==> src/rtl/fu_issue_ctrl.sv <==
// Issue controller: hands operand bundles to an adder FU and routes the result to one neighbor.
// Optional BUSY watchdog enabled by defining FU_ISSUE_TIMEOUT_EN.
module fu_issue_ctrl #(
  parameter int WIDTH   = 16,
  parameter int TIMEOUT = 15
) (
  input  logic                 clk,
  input  logic                 reset,
  input  logic                 op_valid,
  output logic                 op_ready,
  input  logic [8*WIDTH-1:0]   op_data,
  input  logic [15:0]          cfg_in,
  output logic [8*WIDTH-1:0]   fu_inputs,
  output logic [15:0]          fu_config,
  output logic                 fu_on_off,
  input  logic                 fu_ack,
  input  logic [4*WIDTH-1:0]   fu_outputs,
  output logic [3:0]           res_valid,
  input  logic [3:0]           res_ready,
  output logic [4*WIDTH-1:0]   res_data,
  output logic [1:0]           res_mode,
  output logic                 err,
  output logic [15:0]          ops_done
);

  typedef enum logic [1:0] {
    IDLE = 2'd0,
    BUSY = 2'd1,
    SEND = 2'd2
  } state_e;

  state_e               state_q, state_d;
  logic [8*WIDTH-1:0]   fu_inputs_q, fu_inputs_d;
  logic [15:0]          fu_config_q, fu_config_d;
  logic [4*WIDTH-1:0]   res_data_q, res_data_d;
  logic [1:0]           res_mode_q, res_mode_d;
  logic                 err_q, err_d;
  logic [15:0]          ops_done_q, ops_done_d;

`ifdef FU_ISSUE_TIMEOUT_EN
  localparam logic [7:0] TmoLast = 8'(TIMEOUT - 1);
  logic [7:0]           tmo_q, tmo_d;
`else
  localparam int        tmo_unused = TIMEOUT;
`endif

  // Ack still high from the previous op must not be mistaken for a new one
  assign op_ready  = (state_q == IDLE) && !fu_ack && !reset;
  assign fu_on_off = (state_q == BUSY);
  assign fu_inputs = fu_inputs_q;
  assign fu_config = fu_config_q;
  assign res_data  = res_data_q;
  assign res_mode  = res_mode_q;
  assign err       = err_q;
  assign ops_done  = ops_done_q;

  always_comb begin
    res_valid = 4'b0000;
    if (state_q == SEND) res_valid[fu_config_q[3:2]] = 1'b1;
  end

  always_comb begin
    state_d     = state_q;
    fu_inputs_d = fu_inputs_q;
    fu_config_d = fu_config_q;
    res_data_d  = res_data_q;
    res_mode_d  = res_mode_q;
    err_d       = 1'b0;
    ops_done_d  = ops_done_q;
`ifdef FU_ISSUE_TIMEOUT_EN
    tmo_d       = tmo_q;
`endif
    unique case (state_q)
      IDLE: begin
`ifdef FU_ISSUE_TIMEOUT_EN
        tmo_d = 8'd0;
`endif
        if (op_valid && op_ready) begin
          if (cfg_in[1:0] == 2'd2) begin
            err_d = 1'b1;
          end else begin
            fu_inputs_d = op_data;
            fu_config_d = cfg_in;
            state_d     = BUSY;
          end
        end
      end
      BUSY: begin
        if (fu_ack) begin
          res_data_d = fu_outputs;
          res_mode_d = fu_config_q[1:0];
          state_d    = SEND;
        end
`ifdef FU_ISSUE_TIMEOUT_EN
        else if (tmo_q == TmoLast) begin
          err_d   = 1'b1;
          state_d = IDLE;
        end else begin
          tmo_d = tmo_q + 8'd1;
        end
`endif
      end
      SEND: begin
        if (res_ready[fu_config_q[3:2]]) begin
          if (ops_done_q != 16'hFFFF) ops_done_d = ops_done_q + 16'd1;
          state_d = IDLE;
        end
      end
      default: state_d = IDLE;
    endcase
  end

  always_ff @(posedge clk) begin
    if (reset) begin
      state_q     <= IDLE;
      fu_inputs_q <= '0;
      fu_config_q <= '0;
      res_data_q  <= '0;
      res_mode_q  <= '0;
      err_q       <= 1'b0;
      ops_done_q  <= '0;
`ifdef FU_ISSUE_TIMEOUT_EN
      tmo_q       <= '0;
`endif
    end else begin
      state_q     <= state_d;
      fu_inputs_q <= fu_inputs_d;
      fu_config_q <= fu_config_d;
      res_data_q  <= res_data_d;
      res_mode_q  <= res_mode_d;
      err_q       <= err_d;
      ops_done_q  <= ops_done_d;
`ifdef FU_ISSUE_TIMEOUT_EN
      tmo_q       <= tmo_d;
`endif
    end
  end

endmodule

==> config.mk <==
export PLATFORM = sky130hd
export DESIGN_NAME = fu_issue_ctrl
export DESIGN_NICKNAME = d
export VERILOG_FILES = /design/src/rtl/fu_issue_ctrl.sv
export SDC_FILE = /design/constraint.sdc
export NUM_CORES = 1
export LEC_CHECK = 0
export CAP_MARGIN = 20
export CORE_AREA = 2 2 173 175
export CTS_BUF_LIST = sky130_fd_sc_hd__clkbuf_4
export CTS_CLUSTER_DIAMETER = 80
export DETAILED_ROUTE_END_ITERATION = 10
export DIE_AREA = 0 0 175 177
export GPL_TIMING_DRIVEN = 0
export HOLD_SLACK_MARGIN = 0.08
export PLACE_DENSITY = 0.73
export REMOVE_ABC_BUFFERS = 1
export SYNTH_ARGS = -nofsm -noshare
export SYNTH_HDL_FRONTEND = slang
export SYNTH_SLANG_ARGS = --single-unit
==> constraint.sdc <==
create_clock -name clk -period 2.74 [get_ports clk]
set_clock_uncertainty 0.1 [all_clocks]
set_input_delay 0.411 -clock clk [delete_from_list [all_inputs] [get_ports clk]]
set_output_delay 0.411 -clock clk [all_outputs]
set_load 0.01 [all_outputs]
==> results of run 1 <==
-- report_power, final --
group	switching, mW	total (mW)	internal (mW)	leakage, nW
clock network	1.36	2.84	1.48	0.440
logic	0.297	0.762	0.464	2.46
registers	0.0398	3.44	3.40	1.85
total	1.69	7.04	5.35	4.75
-- cell type report --
class / instances / area share, %
diodes: 2 / 0.0363
clock buffers: 90 / 4.91
clock inverters: 12 / 0.345
inverters: 2 / 0.0545
multi-input cells: 723 / 23.9
flip-flops and latches: 229 / 33.3
well taps: 390 / 3.54
repair buffers: 457 / 34.0
-- state kept, by name, summed over array words and instances (netlist names) --
| register | count |
|---|---|
| fu_inputs | 128 |
| state_q | 2 |
| res_mode | 2 |
| fu_config | 16 |
| err | 1 |
| ops_done | 16 |
| res_data | 64 |
-- worst max-delay path, stage by stage, from the launching register on --
cell and delay, ns:
dfxtp_1 0.36, nor4_4 0.35, clkdlybuf4s50_1 0.62
-- stage by stage --
| stage | cell area (um2) | setup slack (ns) | power, mW | std cells | hold WS (ns) |
|---|---|---|---|---|---|
| after CTS | 13800 | 0.00777 | 7.20 | 1902 | 0.0819 |
| final | 13800 | 0.215 | 7.04 | 1905 | 0.137 |
| after global placement | 12800 | -10.72 | 4.27 | 1792 | 0.341 |
| after detailed placement | 13000 | -0.942 | 4.27 | 1797 | 0.346 |
| after floorplan | 7850 | -1.24 | 3.69 | 954 | 0.374 |
| after global routing | 13800 | 0.0552 | 7.41 | 1905 | 0.0838 |
-- path summary, 6_finish.rpt --
path	from	endpoint	slack (ns)	cells past startpoint
min reg2reg	fu_config[15]	fu_config[15]	0.35	2
min	reset	res_data[55]	0.14	3
max reg2reg	state_q[0]	fu_inputs[19]	0.26	6
max	state_q[0]	op_ready	0.22	2
-- layout by cell type (no fill, tap or decap), types with 6 or more instances in the layout --
cell type	instances
clkdlybuf4s50_1	445
xor2_1	6
clkinv_1	9
dfxtp_1	228
clkbuf_4	90
nand2_1	423
a21oi_1	215
nor2_1	17
-- cells by family after synthesis --
kind of cell	after synthesis
AND/OR/NAND/NOR	479
buffers and inverters	74
multiplexers	4
flip-flops	229
AO/OA/AOI/OAI	230
XOR/XNOR	9
adder cells (fa/ha/maj)	1
-- repair_timing --
| item | in CTS | in global routing |
|---|---|---|
| setup buffers | 0 | 1 |
| pin swaps | 0 | 1 |
| hold endpoints to repair | 42 | 0 |
| hold buffers | 3 | 0 |
| endpoints found under the setup margin | 84 | 2 |
| gates resized for setup | 4 | 1 |
-- metal layers --
layer | part of all wire, % | vias to the layer above | track usage [%]
met5 | 0 | - | 0
met4 | 2.8 | 0 | 7.15
met3 | 11 | 60 | 8.38
met2 | 48 | 360 | 29.7
met1 | 39 | 3921 | 19.0
li1 | - | 4259 | -
==> summary.md, run 1 <==
| Metric | Value |
|---|---|
| Final GP Congestion | `0.787` |
| Cells after Synth | `between 1k and 1.5k` |
| Unique cell type count in the Yosys netlist | `39` |
| DRC Markers | `0` |
| DR WL/cell | `around 15 um` |
| Cell Rows | `63` |
| Tot GR Track Use | `roughly 18%` |
| DR vias/cell | `between 4 and 5` |
| Largest net degree at the start of global routing | `approximately 130` |
| RSZ-0062 raised after global routing | `false` |
| Crit. End Element | `output port` |
| Final number of setup-violating endpoints | `0` |
| Total CTS buffers | `about 60` |
| CTS Root Cell | `clkbuf_4` |
| Crit path kind | `flop to output port` |
| First-pass GRT wire length | `43900 um` |
| VDD IR max | `~320 uV` |
| Slew margin rel. | `a little under half` |
| GRT overflow | `0` |
| Register area | `between 4000 and 5000 um2` |
| Main combinational cell family by area after synthesis | `simple AND/OR/NAND/NOR gates` |
| Final min period | `~2.5 ns` |
| Die area | `31000 um2` |
| Required time worst endpoint | `2.23 ns` |
| Post-Synth Simple-Gate Area | `about a quarter` |
| Register area share after synthesis | `56.1%` |
| Post-synthesis async set-or-reset flop share | `0%` |
| CP arrival | `2.01 ns` |
| DRT antenna net count | `0` |
| Xor/xnor share of the synthesized area | `less than 1%` |
| Number of synthesized flops with an enable pin | `0` |
| Fillers | `2808` |
| Io pins | `449` |
| Share of cells above drive strength 1 | `under 10%` |
| Post-synth top cells | `425 x nand2_1, 229 x dfxtp_1, 215 x a21oi_1` |
| Post-DP HPWL | `between 15000 and 20000 um` |
| Setup TNS | `0 ns` |
| Finished Core Util | `between 40% and 50%` |
| Power density over the cells | `slightly above 500 nW/um2` |
| Startpoint class of the critical path | `flop` |
| Hold Violations, Final | `0` |
| Fmax | `396 MHz` |
| Later-pin clock latency in the skew report | `around 0.68 ns` |
| Most common cell in the netlist | `nand2_1` |
| CTS sink count | `between 200 and 250` |
| Clk buf depth | `3` |
| Synth Area in Adders | `less than 1%` |
| CTS tree | `built` |
| Tightest Hold Check Type | `input pin to flop` |
| Final wirelength | `28800 um` |
| Vias | `8600` |
| Die Wd | `about 180 um` |
| Status | `complete, no violations` |
| Vias in the first global route | `approximately 8.5k` |
| Multi-input gate area | `roughly 3300 um2` |
| Slew Viols, Final | `0` |
| Fin crit share | `between 90% and 100%` |
| Synthesis Warnings | `0` |
| Yosys reg bits | `approximately 230` |
| Port bufs | `between 400 and 500` |
| Area grow syn2layout | `68.5%` |
| Pleak | `approximately 4.7 nW` |
| Dominant cells by area after synthesis | `dfxtp_1 56%, nand2_1 20%, a21oi_1 13%, clkbuf_1 2.1%, buf_2 0.98%` |
| Synth area leader | `dfxtp_1` |
| Tightest Pin Transition | `around 0.8 ns` |
| Ys flop type | `dfxtp_1` |
| DRT iter0 DRCs | `about 430` |
| Initial core utilization | `between 20% and 30%` |
| Clk slew on worst S/H paths | `about 0.06 ns` |
| Synth Area in Compound Gates | `14.7%` |
| Nets@finish | `approximately 1.7k` |
| Initial antenna violation count | `2` |
| Max FO, Critical Path | `5` |
| Area of the core | `about 29000 um2` |
| Avg Cell Area, Syn | `roughly 8 um2` |
| Post-synthesis mux area share | `less than 1%` |
| Mapped Area | `8170 um2` |
| Chip height | `approximately 180 um` |
| Max-cap violation count | `0` |
| First drt pass iteration count | `5` |
| H-tree Lvls | `2` |
| Share of the synthesized area in the top cell type | `about 56%` |
Power figures use the tool's default switching activity.
==> run 2: changes to the inputs <==
==> constraint.sdc (replaced) <==
create_clock -name clk -period 3.1 [get_ports clk]
set_clock_uncertainty 0.1 [all_clocks]
set_input_delay 0.465 -clock clk [delete_from_list [all_inputs] [get_ports clk]]
set_output_delay 0.465 -clock clk [all_outputs]
set_load 0.01 [all_outputs]
==> run 2 against run 1 <==
Effect of this change: utilization shrank 0.26 points; wire length shrank 1.2%; cell area shrank 0.55%; register-to-register slack gained 0.24 ns; total power shrank 12%.
==> summary.md, run 2 (synthesis gave the netlist of run 1 again) <==
| Metric | Value |
|---|---|
| Max incr delay on CP | `0.67 ns (was 0.62 ns)` |
| Fin crit share | `between 90 and 100%` |
| Area grow syn2layout | `67.6% (was 68.5%)` |
| Design Area, Final | `13700 um2 (was 13800 um2)` |
| Clk slew on worst S/H paths | `0.06 ns (about the same)` |
| Fmax | `approximately 340 MHz` |
| Largest net degree at the start of global routing | `132 (unchanged)` |
| Pleak | `4.69 nW (was 4.75 nW)` |
| VDD IR max | `282 uV (was 317 uV)` |
| CTS tree | `built (unchanged)` |
| Tightest Pin Transition | `0.823 ns (was 0.819 ns)` |
| Final number of setup-violating endpoints | `0 (unchanged)` |
| DRC Markers | `0 (unchanged)` |
| Nets@finish | `1687 (was 1691)` |
| Die Wd | `175 um (unchanged)` |
| Required time worst endpoint | `2.53 ns (was 2.23 ns)` |
| Die area | `31000 um2 (unchanged)` |
| Port bufs | `448 (unchanged)` |
| Total CTS buffers | `61 (unchanged)` |
| Post-place setup slack | `-0.636 ns (was -0.942 ns)` |
| End of the critical path | `op_ready (unchanged)` |
| Slowest cell on the critical path | `clkdlybuf4s50_1 (unchanged)` |
| First-pass GRT wire length | `43300 um (was 43900 um)` |
| Crit path kind | `input pin to output port (was flop to output port)` |
| Setup TNS | `0 ns (unchanged)` |
| Placed Cells | `1797 (unchanged)` |
| CP arrival | `2.38 ns (was 2.01 ns)` |
| DR WL/cell | `15.0 um (was 15.1 um)` |
| Worst setup margin | `0.153 ns (was 0.215 ns)` |
| Initial core utilization | `28.0% (unchanged)` |
| FF-to-FF setup slack | `0.50 ns (was 0.26 ns)` |
| Vias in the first global route | `8402 (was 8460)` |
| Startpoint class of the critical path | `input pin (was flop)` |
| Post-DP HPWL | `19500 um (unchanged)` |
| Max-cap violation count | `0 (unchanged)` |
| Worst R2R End | `fu_inputs[52] (was fu_inputs[19])` |
| Status | `complete, no violations (unchanged)` |
| WHS | `0.137 ns (about the same)` |
| Final min period | `approximately 2.9 ns` |
| DRT antenna net count | `0 (unchanged)` |
| Final GP Congestion | `0.787 (unchanged)` |
| CTS sink count | `229 (unchanged)` |
| Worst path cell trace | `buf_8 -> buf_16 -> nor4_2 -> clkdlybuf4s50_1 (was nor4_4 -> clkdlybuf4s50_1)` |
| Final wirelength | `28400 um (was 28800 um)` |
| Io pins | `449 (unchanged)` |
| Tot GR Track Use | `17.3% (was 17.6%)` |
| Vias | `8607 (was 8600)` |
| First drt pass iteration count | `6 (was 5)` |
| H-tree Lvls | `2 (unchanged)` |
| Crit. End Element | `output port (unchanged)` |
| CTS Root Cell | `clkbuf_4 (unchanged)` |
| DR vias/cell | `4.53 (was 4.51)` |
| Hold Violations, Final | `0 (unchanged)` |
| Finished Core Util | `46.8% (was 47.1%)` |
| Chip height | `177 um (unchanged)` |
| Later-pin clock latency in the skew report | `0.68 ns (about the same)` |
| Share of cells above drive strength 1 | `7.29% (was 7.53%)` |
| Clk buf depth | `3 (unchanged)` |
| Commonest non-fill, non-tap cell in the layout | `clkdlybuf4s50_1 (unchanged)` |
| Most frequent cells in the layout | `447 x clkdlybuf4s50_1, 423 x nand2_1, 229 x dfxtp_1, 215 x a21oi_1, 90 x clkbuf_4 (was 445 x clkdlybuf4s50_1, 423 x nand2_1, 228 x dfxtp_1, 215 x a21oi_1, 90 x clkbuf_4)` |
| Initial antenna violation count | `2 (unchanged)` |
| Cell Rows | `63 (unchanged)` |
| Crit Reg-Reg Startpoint | `state_q[1] (was state_q[0])` |
| Max reg flops | `128 (unchanged)` |
| Area of the core | `29200 um2 (unchanged)` |
| Hold Buf Count CTS | `0 (was 3)` |
| RSZ-0062 raised after global routing | `false (unchanged)` |
| Slew margin rel. | `45.1% (was 45.4%)` |
| Worst reg2reg path depth | `5 (was 6)` |
| Tightest Hold Check Type | `input pin to flop (unchanged)` |
| Finished Layout Cells | `1901 (was 1905)` |
| Critical Path Start | `reset (was state_q[0])` |
| Max FO, Critical Path | `131 (was 5)` |
| Area post-placement | `13000 um2 (unchanged)` |
| Power density over the cells | `454 nW/um2 (was 511 nW/um2)` |
| Power Total | `6.21 mW (was 7.04 mW)` |
| GRT overflow | `0 (unchanged)` |
| DRT iter0 DRCs | `415 (was 428)` |
| Slew Viols, Final | `0 (unchanged)` |
## run 2: cell types whose count changed in the layout (fill, tap and decap cells not counted), sizes merged
cell	change
clkdlybuf4s50	+2
dlygate4sd3	-1
buf	-3
dlymetal6s2s	-1
dlygate4sd2	-1
## run 2: repair_timing
item | 4_1_cts | 5_1_grt
gates resized for setup | 1 | 0
endpoints found under the setup margin | 1 | 0
endpoints found under the hold margin | 0 | 0
setup buffers | 0 | 0
## run 2: cell type report
| cell class | count | area, um2 |
|---|---|---|
| antenna | 2 | 5.00 |
| clock buffer | 90 | 676 |
| clock inverter | 12 | 47.5 |
| fill | 2814 | 15500 |
| inverter | 2 | 7.51 |
| multi-input combinational | 723 | 3280 |
| sequential | 229 | 4580 |
| tap | 390 | 488 |
| timing repair buffer | 453 | 4610 |
## run 2: worst min path at each step
stage | start | end | slack [ns] | cells after the start
2_1_floorplan | fu_config[10] | fu_config[10] | 0.37 | 2
3_3_place_gp | fu_inputs[25] | fu_inputs[25] | 0.34 | 2
3_5_place_dp | fu_inputs[44] | fu_inputs[44] | 0.35 | 2
4_1_cts | reset | fu_inputs[6] | 0.1 | 2
5_1_grt | reset | fu_inputs[59] | 0.13 | 2
6_report | reset | fu_inputs[108] | 0.14 | 2
## run 2: report_power, final
part | switching [mW] | internal, mW
registers | 0.0349 | 3.01
clock network | 1.20 | 1.31
logic | 0.258 | 0.402
total | 1.49 | 4.72
## run 2: metal layers
metal / vias up / routed length, um / GRT usage (%)
li1: 4250 / - / -
met1: 3943 / 10900 / 18.6
met2: 356 / 13600 / 29.4
met3: 58 / 3190 / 8.27
met4: 0 / 760 / 6.81
met5: - / 0 / 0
## run 2: worst max-delay path, delay by kind of cell
family	cells	cell delay, ns
and+or+nand+nor	1	0.55
buffers and inverters	3	1.19
